==> src/rtl/df_mac_unit.sv <==
// ---------------------------------------------------------------------------
// df_mac_unit
//
// Dot-product stage for one dense-layer neuron. It walks input indices
// 0..N_IN-1 and drives the weights memory and the pixel buffer. It
// accumulates w*pixel for every product the memories hand back. Then it
// folds in the bias, rescales by FRAC, optionally applies ReLU, saturates
// to 16 bits and presents one result with a single-cycle valid pulse.
//
// Ports
//   clk          rising-edge clock
//   rst_n        asynchronous active-low reset
//   start        request one dot product (only looked at while idle)
//   bias         signed bias in output Q-format, captured with start
//   w            signed weight returned by the weights memory
//   w_ready      qualifies w and pixel_in for the current cycle
//   pixel_in     signed pixel for the previous cycle's addr
//   mem_en       read enable for the weights memory and the pixel buffer
//   addr         input index being requested
//   result       saturated neuron output, held until the next result
//   result_valid one-cycle pulse in the cycle result is new
//   busy         high from the cycle after start through the DONE cycle
// ---------------------------------------------------------------------------
module df_mac_unit #(
    parameter int N_IN   = 10,
    parameter int ADDR_W = 4,
    parameter int ACC_W  = 40,
    parameter int FRAC   = 8,
    parameter int RELU   = 1
) (
    input  logic                clk,
    input  logic                rst_n,
    input  logic                start,
    input  logic signed [15:0]  bias,
    input  logic signed [15:0]  w,
    input  logic                w_ready,
    input  logic signed [15:0]  pixel_in,
    output logic                mem_en,
    output logic [ADDR_W-1:0]   addr,
    output logic signed [15:0]  result,
    output logic                result_valid,
    output logic                busy
);

    // The accept counter has to reach N_IN itself, so it needs one bit more
    // than the address.
    localparam int CNT_W = ADDR_W + 1;
    localparam logic [CNT_W-1:0]        N_CNT     = CNT_W'(N_IN);
    localparam logic [ADDR_W-1:0]       LAST_ADDR = ADDR_W'(N_IN - 1);
    localparam logic signed [ACC_W-1:0] SAT_MAX   = ACC_W'(32767);
    localparam logic signed [ACC_W-1:0] SAT_MIN   = ACC_W'(-32768);
    localparam logic signed [ACC_W-1:0] ZERO      = '0;

    typedef enum logic [2:0] {
        IDLE,
        ISSUE,
        ACC,
        FINAL,
        DONE
    } state_t;

    state_t                    state_q, state_d;
    logic [ADDR_W-1:0]         addr_q, addr_d;
    logic [CNT_W-1:0]          acceptCnt_q, acceptCnt_d;
    logic signed [ACC_W-1:0]   acc_q, acc_d;
    logic signed [15:0]        bias_q, bias_d;
    logic signed [15:0]        result_q, result_d;

    logic signed [31:0]        product;
    logic signed [ACC_W-1:0]   productExt;
    logic signed [ACC_W-1:0]   biasScaled;
    logic signed [ACC_W-1:0]   sumWide;
    logic signed [ACC_W-1:0]   shifted;
    logic signed [15:0]        satValue;

    assign product    = w * pixel_in;
    assign productExt = {{(ACC_W-32){product[31]}}, product};

    // Post-processing of the finished sum. The bias is lifted into the
    // accumulator's fixed-point scale before the add. The arithmetic right
    // shift then floors. ReLU is applied before saturation, so with ReLU
    // enabled only the upper clamp can ever fire.
    always_comb begin
        biasScaled = {{(ACC_W-16){bias_q[15]}}, bias_q} <<< FRAC;
        sumWide    = acc_q + biasScaled;
        shifted    = sumWide >>> FRAC;
        if ((RELU != 0) && (shifted < ZERO)) begin
            shifted = ZERO;
        end
        if (shifted > SAT_MAX) begin
            satValue = 16'sh7fff;
        end else if (shifted < SAT_MIN) begin
            satValue = 16'sh8000;
        end else begin
            satValue = shifted[15:0];
        end
    end

    // Next-state and datapath update. Products are accepted in every state
    // whenever the memory flags one as ready, up to N_IN of them. The ACC
    // exit looks at the post-update count, so the last product and the move
    // to FINAL happen in the same cycle. Clearing on start overrides any
    // product that lands in that same cycle.
    always_comb begin
        state_d     = state_q;
        addr_d      = addr_q;
        acceptCnt_d = acceptCnt_q;
        acc_d       = acc_q;
        bias_d      = bias_q;
        result_d    = result_q;

        if (w_ready && (acceptCnt_q < N_CNT)) begin
            acc_d       = acc_q + productExt;
            acceptCnt_d = acceptCnt_q + CNT_W'(1);
        end

        case (state_q)
            IDLE: begin
                if (start) begin
                    state_d     = ISSUE;
                    addr_d      = '0;
                    acceptCnt_d = '0;
                    acc_d       = '0;
                    bias_d      = bias;
                end
            end
            ISSUE: begin
                if (addr_q == LAST_ADDR) begin
                    state_d = ACC;
                end else begin
                    addr_d = addr_q + ADDR_W'(1);
                end
            end
            ACC: begin
                if (acceptCnt_d == N_CNT) begin
                    state_d = FINAL;
                end
            end
            FINAL: begin
                result_d = satValue;
                state_d  = DONE;
            end
            DONE: begin
                state_d = IDLE;
            end
            default: begin
                state_d = IDLE;
            end
        endcase
    end

    // State and datapath registers. Reset discards any partial operation.
    always_ff @(posedge clk or negedge rst_n) begin
        if (!rst_n) begin
            state_q     <= IDLE;
            addr_q      <= '0;
            acceptCnt_q <= '0;
            acc_q       <= '0;
            bias_q      <= '0;
            result_q    <= '0;
        end else begin
            state_q     <= state_d;
            addr_q      <= addr_d;
            acceptCnt_q <= acceptCnt_d;
            acc_q       <= acc_d;
            bias_q      <= bias_d;
            result_q    <= result_d;
        end
    end

    // Outputs are decoded from the state register, so they are glitch-free.
    // They all fall to zero together when reset asserts.
    assign mem_en       = (state_q == ISSUE);
    assign busy         = (state_q != IDLE);
    assign result_valid = (state_q == DONE);
    assign addr         = addr_q;
    assign result       = result_q;

endmodule

==> config.mk <==
export PLATFORM = sky130hd
export DESIGN_NAME = df_mac_unit
export DESIGN_NICKNAME = d
export VERILOG_FILES = /design/src/rtl/df_mac_unit.sv
export SDC_FILE = /design/constraint.sdc
export NUM_CORES = 1
export LEC_CHECK = 0
export ABC_AREA = 1
export BUFFER_PORTS_ARGS = -buffer_cell sky130_fd_sc_hd__buf_2
export CAP_MARGIN = 20
export CORE_MARGIN = 5
export CORE_UTILIZATION = 65
export CTS_CLUSTER_SIZE = 28
export DETAILED_ROUTE_END_ITERATION = 10
export GPL_TIMING_DRIVEN = 0
export PLACE_DENSITY = 0.83
export SYNTH_ARGS = -nofsm -noshare
export SYNTH_HDL_FRONTEND = slang
export SYNTH_SLANG_ARGS = --single-unit
==> constraint.sdc <==
create_clock -name clk -period 14.3 [get_ports clk]
set_input_delay 2.145 -clock clk [delete_from_list [all_inputs] [get_ports clk]]
set_output_delay 2.145 -clock clk [all_outputs]
set_load 0.02 [all_outputs]
==> metrics.txt <==
# TYPE chip_impl_metric gauge
chip_impl_metric{name="async_reset_ff_share",unit="%"} 100
chip_impl_metric{name="grt_antenna_before_repair",unit=""} 0
chip_impl_metric{name="drive_above_1_share",unit="%"} 4.39
chip_impl_info{name="ys_dominant_reg_cell",value="sky130_fd_sc_hd__dfrtp_1"} 1
chip_impl_metric{name="grt_start_max_net_pins",unit=""} 57
chip_impl_metric{name="routedWlPerCell",unit="µm"} 17.3
chip_impl_metric{name="design.core.area",unit="µm²"} 28800
chip_impl_metric{name="place_hpwl",unit="µm"} 46000
chip_impl_metric{name="synth_area",unit="µm²"} 19000
chip_impl_metric{name="cp_max_fo",unit=""} 10
chip_impl_metric{name="post_synthesis_mean_instance_area",unit="µm²"} 7.42
chip_impl_metric{name="pre_cts_ws",unit="ns"} 4.86
chip_impl_info{name="hp-class",value="reg -> reg"} 1
chip_impl_metric{name="post_drt_via_cell_ratio",unit=""} 5.34
chip_impl_metric{name="insertion_delay",unit="ns"} 0.36
chip_impl_metric{name="hold_viol",unit=""} 0
chip_impl_metric{name="wl",unit="µm"} 52100
chip_impl_metric{name="post_cts_resize_count",unit=""} 0
chip_impl_metric{name="yosys_warnings",unit=""} 0
chip_impl_metric{name="fmax",unit="GHz"} 0.109
chip_impl_metric{name="seq_area_frac_synth",unit="%"} 11.1
chip_impl_metric{name="synthDistinctLibCells",unit=""} 44
chip_impl_metric{name="final_min_period_over_clock_period",unit="%"} 64.0
chip_impl_metric{name="max_slew_margin",unit="%"} 45.1
chip_impl_metric{name="vias_in_the_first_global_route",unit=""} 16900
chip_impl_metric{name="p_r_area_growth_vs_syn",unit="%"} 5.60
chip_impl_info{name="critPathLaunchType",value="primary input"} 1
chip_impl_info{name="critPathKind",value="in -> reg"} 1
chip_impl_metric{name="vias",unit=""} 16100
chip_impl_metric{name="die-area",unit="µm²"} 32700
chip_impl_metric{name="synth_seq_cells",unit=""} 84
chip_impl_metric{name="cts_hold_buffers",unit=""} 0
chip_impl_info{name="rsz0062_at_grt",value="no"} 1
chip_impl_metric{name="initial_core_util",unit="%"} 66.0
chip_impl_metric{name="max_slew.worst_pin.slew",unit="ns"} 0.823
chip_impl_info{name="cts.root.buffer_cell",value="sky130_fd_sc_hd__clkbuf_16"} 1
chip_impl_metric{name="total_overflow_reported_by_the_global_router",unit=""} 0
chip_impl_metric{name="hold_ws",unit="ns"} 0.474
chip_impl_metric{name="detailedRoute.firstIterationViolations",unit=""} 1268
chip_impl_metric{name="die_height",unit="µm"} 181
chip_impl_metric{name="post-cts-setup-buffer-count",unit=""} 0
chip_impl_metric{name="pin_count",unit=""} 75
chip_impl_metric{name="grt_pass1_wl",unit="µm"} 86500
chip_impl_metric{name="clk_pin_slew_worst_paths",unit="ns"} 0.07
chip_impl_info{name="crit_path_end_kind",value="flip-flop"} 1
chip_impl_metric{name="mappedNetlistNets",unit=""} 3090
chip_impl_metric{name="clock_sinks",unit=""} 84
chip_impl_metric{name="setup_viol_count_final",unit=""} 0
chip_impl_metric{name="io_buffer_count",unit=""} 45
chip_impl_metric{name="critical_path_required",unit="ns"} 14.60
chip_impl_metric{name="post_synth_inst_count",unit=""} 2558
chip_impl_metric{name="grt_use_total",unit="%"} 32.8
chip_impl_metric{name="num_antenna_cells",unit=""} 0
chip_impl_metric{name="synth-edff-count",unit=""} 0
chip_impl_metric{name="postRouteAntennaNets",unit=""} 0
chip_impl_metric{name="rd_place_congestion",unit=""} 1.00
chip_impl_metric{name="worst_path_arrival",unit="ns"} 9.46
chip_impl_metric{name="post-route-drc-count",unit=""} 0
chip_impl_info{name="status",value="finished, final reports clean"} 1
chip_impl_metric{name="drt-pass1-iter-count",unit=""} 5
chip_impl_metric{name="period_needed",unit="ns"} 9.16
chip_impl_info{name="cts_tree",value="done"} 1
chip_impl_metric{name="floorplan.rows",unit=""} 62
chip_impl_metric{name="number_of_buffers_inserted_during_clock_tree_synthesis",unit=""} 9
chip_impl_metric{name="setup-tns-final",unit="ns"} 0
chip_impl_metric{name="floorplan.die.width",unit="µm"} 181
chip_impl_metric{name="clock_path_buffers",unit=""} 2
chip_impl_metric{name="slew_viol_final",unit=""} 0
chip_impl_metric{name="cts_max_level",unit=""} 3
chip_impl_metric{name="setup_slack",unit="ns"} 5.14
chip_impl_metric{name="maxCapViolCount",unit=""} 0
chip_impl_metric{name="timing.clock.skew",unit="ns"} 0.0109
chip_impl_metric{name="nets",unit=""} 3148
synthesized netlist by cell type (8+ instances only):
master	instances	share of area, %
sky130_fd_sc_hd__dfrtp_1	84	11
sky130_fd_sc_hd__a21oi_1	78	2.1
sky130_fd_sc_hd__nor2_1	147	2.9
sky130_fd_sc_hd__clkbuf_1	79	1.6
sky130_fd_sc_hd__nand3_1	77	2.0
sky130_fd_sc_hd__xor2_1	9	0.42
sky130_fd_sc_hd__or2_2	10	0.33
sky130_fd_sc_hd__o211ai_1	19	0.75
sky130_fd_sc_hd__inv_1	729	14
sky130_fd_sc_hd__fa_1	331	35
sky130_fd_sc_hd__nand2_2	13	0.43
sky130_fd_sc_hd__a31oi_1	8	0.26
sky130_fd_sc_hd__nand4_1	20	0.66
sky130_fd_sc_hd__xnor2_1	23	1.1
sky130_fd_sc_hd__nand2_1	642	13
sky130_fd_sc_hd__ha_1	149	9.8
sky130_fd_sc_hd__o21ai_0	64	1.7
metal layers:
metal  vias up  global-route usage, %  part of all wire (%)
met5         -                      0                     0
met4         0                   11.4                   4.0
met3       128                   4.97                   6.6
met2       616                   55.9                    48
met1      7741                   43.2                    41
li1       7572                      -                     -
cell type report:
type                       instances  area, µm²
buffer                            83        325
clock buffer                      10        229
clock inverter                     6       71.3
fill                            2458       8730
inverter                         732       2750
multi-input combinational       1659      13800
sequential                        84       2100
tap                              384        480
timing repair buffer              47        283
cells in the final DEF, fill, tap and decap left out, types with 6 or more instances in the layout:
master	synthesis	layout
sky130_fd_sc_hd__inv_1	729	729
sky130_fd_sc_hd__nand2_1	642	642
sky130_fd_sc_hd__fa_1	331	331
sky130_fd_sc_hd__ha_1	149	149
sky130_fd_sc_hd__nor2_1	147	147
sky130_fd_sc_hd__dfrtp_1	84	84
sky130_fd_sc_hd__clkbuf_1	79	80
sky130_fd_sc_hd__a21oi_1	78	78
sky130_fd_sc_hd__nand3_1	77	77
sky130_fd_sc_hd__o21ai_0	64	64
sky130_fd_sc_hd__buf_2	1	45
sky130_fd_sc_hd__xnor2_1	23	23
sky130_fd_sc_hd__nand4_1	20	20
sky130_fd_sc_hd__o211ai_1	19	19
sky130_fd_sc_hd__nand2_2	13	13
sky130_fd_sc_hd__or2_2	10	10
sky130_fd_sc_hd__xor2_1	9	9
sky130_fd_sc_hd__clkbuf_16	0	9
sky130_fd_sc_hd__a31oi_1	8	8
sky130_fd_sc_hd__nor3_1	7	7
sky130_fd_sc_hd__nor2_2	7	7
sky130_fd_sc_hd__nand3_2	7	7
sky130_fd_sc_hd__o21a_1	6	6
sky130_fd_sc_hd__o21bai_1	6	6
critical path: stages:
cell                       delay, ns
sky130_fd_sc_hd__clkbuf_1       0.32
sky130_fd_sc_hd__clkbuf_1       0.55
sky130_fd_sc_hd__nand2_1        0.22
sky130_fd_sc_hd__fa_1           0.57
sky130_fd_sc_hd__inv_1          0.07
sky130_fd_sc_hd__fa_1           0.42
sky130_fd_sc_hd__inv_1          0.34
sky130_fd_sc_hd__fa_1           0.62
sky130_fd_sc_hd__fa_1           0.77
sky130_fd_sc_hd__inv_1          0.15
sky130_fd_sc_hd__fa_1           0.51
sky130_fd_sc_hd__inv_1          0.05
sky130_fd_sc_hd__fa_1           0.47
sky130_fd_sc_hd__inv_1          0.04
sky130_fd_sc_hd__ha_1           0.35
sky130_fd_sc_hd__nand2_1        0.11
sky130_fd_sc_hd__nor2_1         0.12
sky130_fd_sc_hd__inv_1          0.08
sky130_fd_sc_hd__nor4_1         0.65
sky130_fd_sc_hd__o21ai_0        0.32
sky130_fd_sc_hd__nand3_1        0.22
sky130_fd_sc_hd__a21oi_1        0.09
sky130_fd_sc_hd__o21ai_1        0.13
sky130_fd_sc_hd__nand2_1        0.08
sky130_fd_sc_hd__inv_1          0.05
registers in the layout, indices dropped and copies added (netlist names):
signal	cells
acc_q	40
bias_q	16
result	16
acceptCnt_q	5
addr	4
state_q	3
stage by stage:
stage	instances	instance area [µm²]	utilization, %
6_report	3005	20100	69.7
5_1_grt	3005	20100	69.7
4_1_cts	3005	20100	69.7
3_5_place_dp	2989	19800	68.6
3_3_place_gp	2987	19700	68.4
2_1_floorplan	2558	19000	-
worst paths after layout:
| path | start | to | slack (ns) | cells after the start |
|---|---|---|---|---|
| min reg2reg | result[13] | result[13] | 0.47 | 2 |
| min | result[13] | result[13] | 0.47 | 2 |
| max reg2reg | acc_q[9] | acc_q[32] | 8.83 | 18 |
| max | pixel_in[5] | acc_q[39] | 5.14 | 25 |
| min in group asynchronous | rst_n | acc_q[7] | 1.72 | 1 |
| max in group asynchronous | rst_n | acc_q[39] | 11.94 | 2 |
cells by family (layout without fill, tap and decap cells):
| logic type | after synthesis | after routing | share of synthesized area, % |
|---|---|---|---|
| flip-flops | 84 | 84 | 11.1 |
| XOR/XNOR | 32 | 32 | 1.48 |
| adder cells (fa/ha/maj) | 480 | 480 | 44.7 |
| AND/OR/NAND/NOR | 946 | 946 | 20.5 |
| buffers and inverters | 815 | 878 | 16.2 |
| AO/OA/AOI/OAI | 201 | 201 | 6.07 |
Power is left out: the tool's default activity adds up to more than one toggle a clock period on the data nets, which glitch-free logic cannot reach.
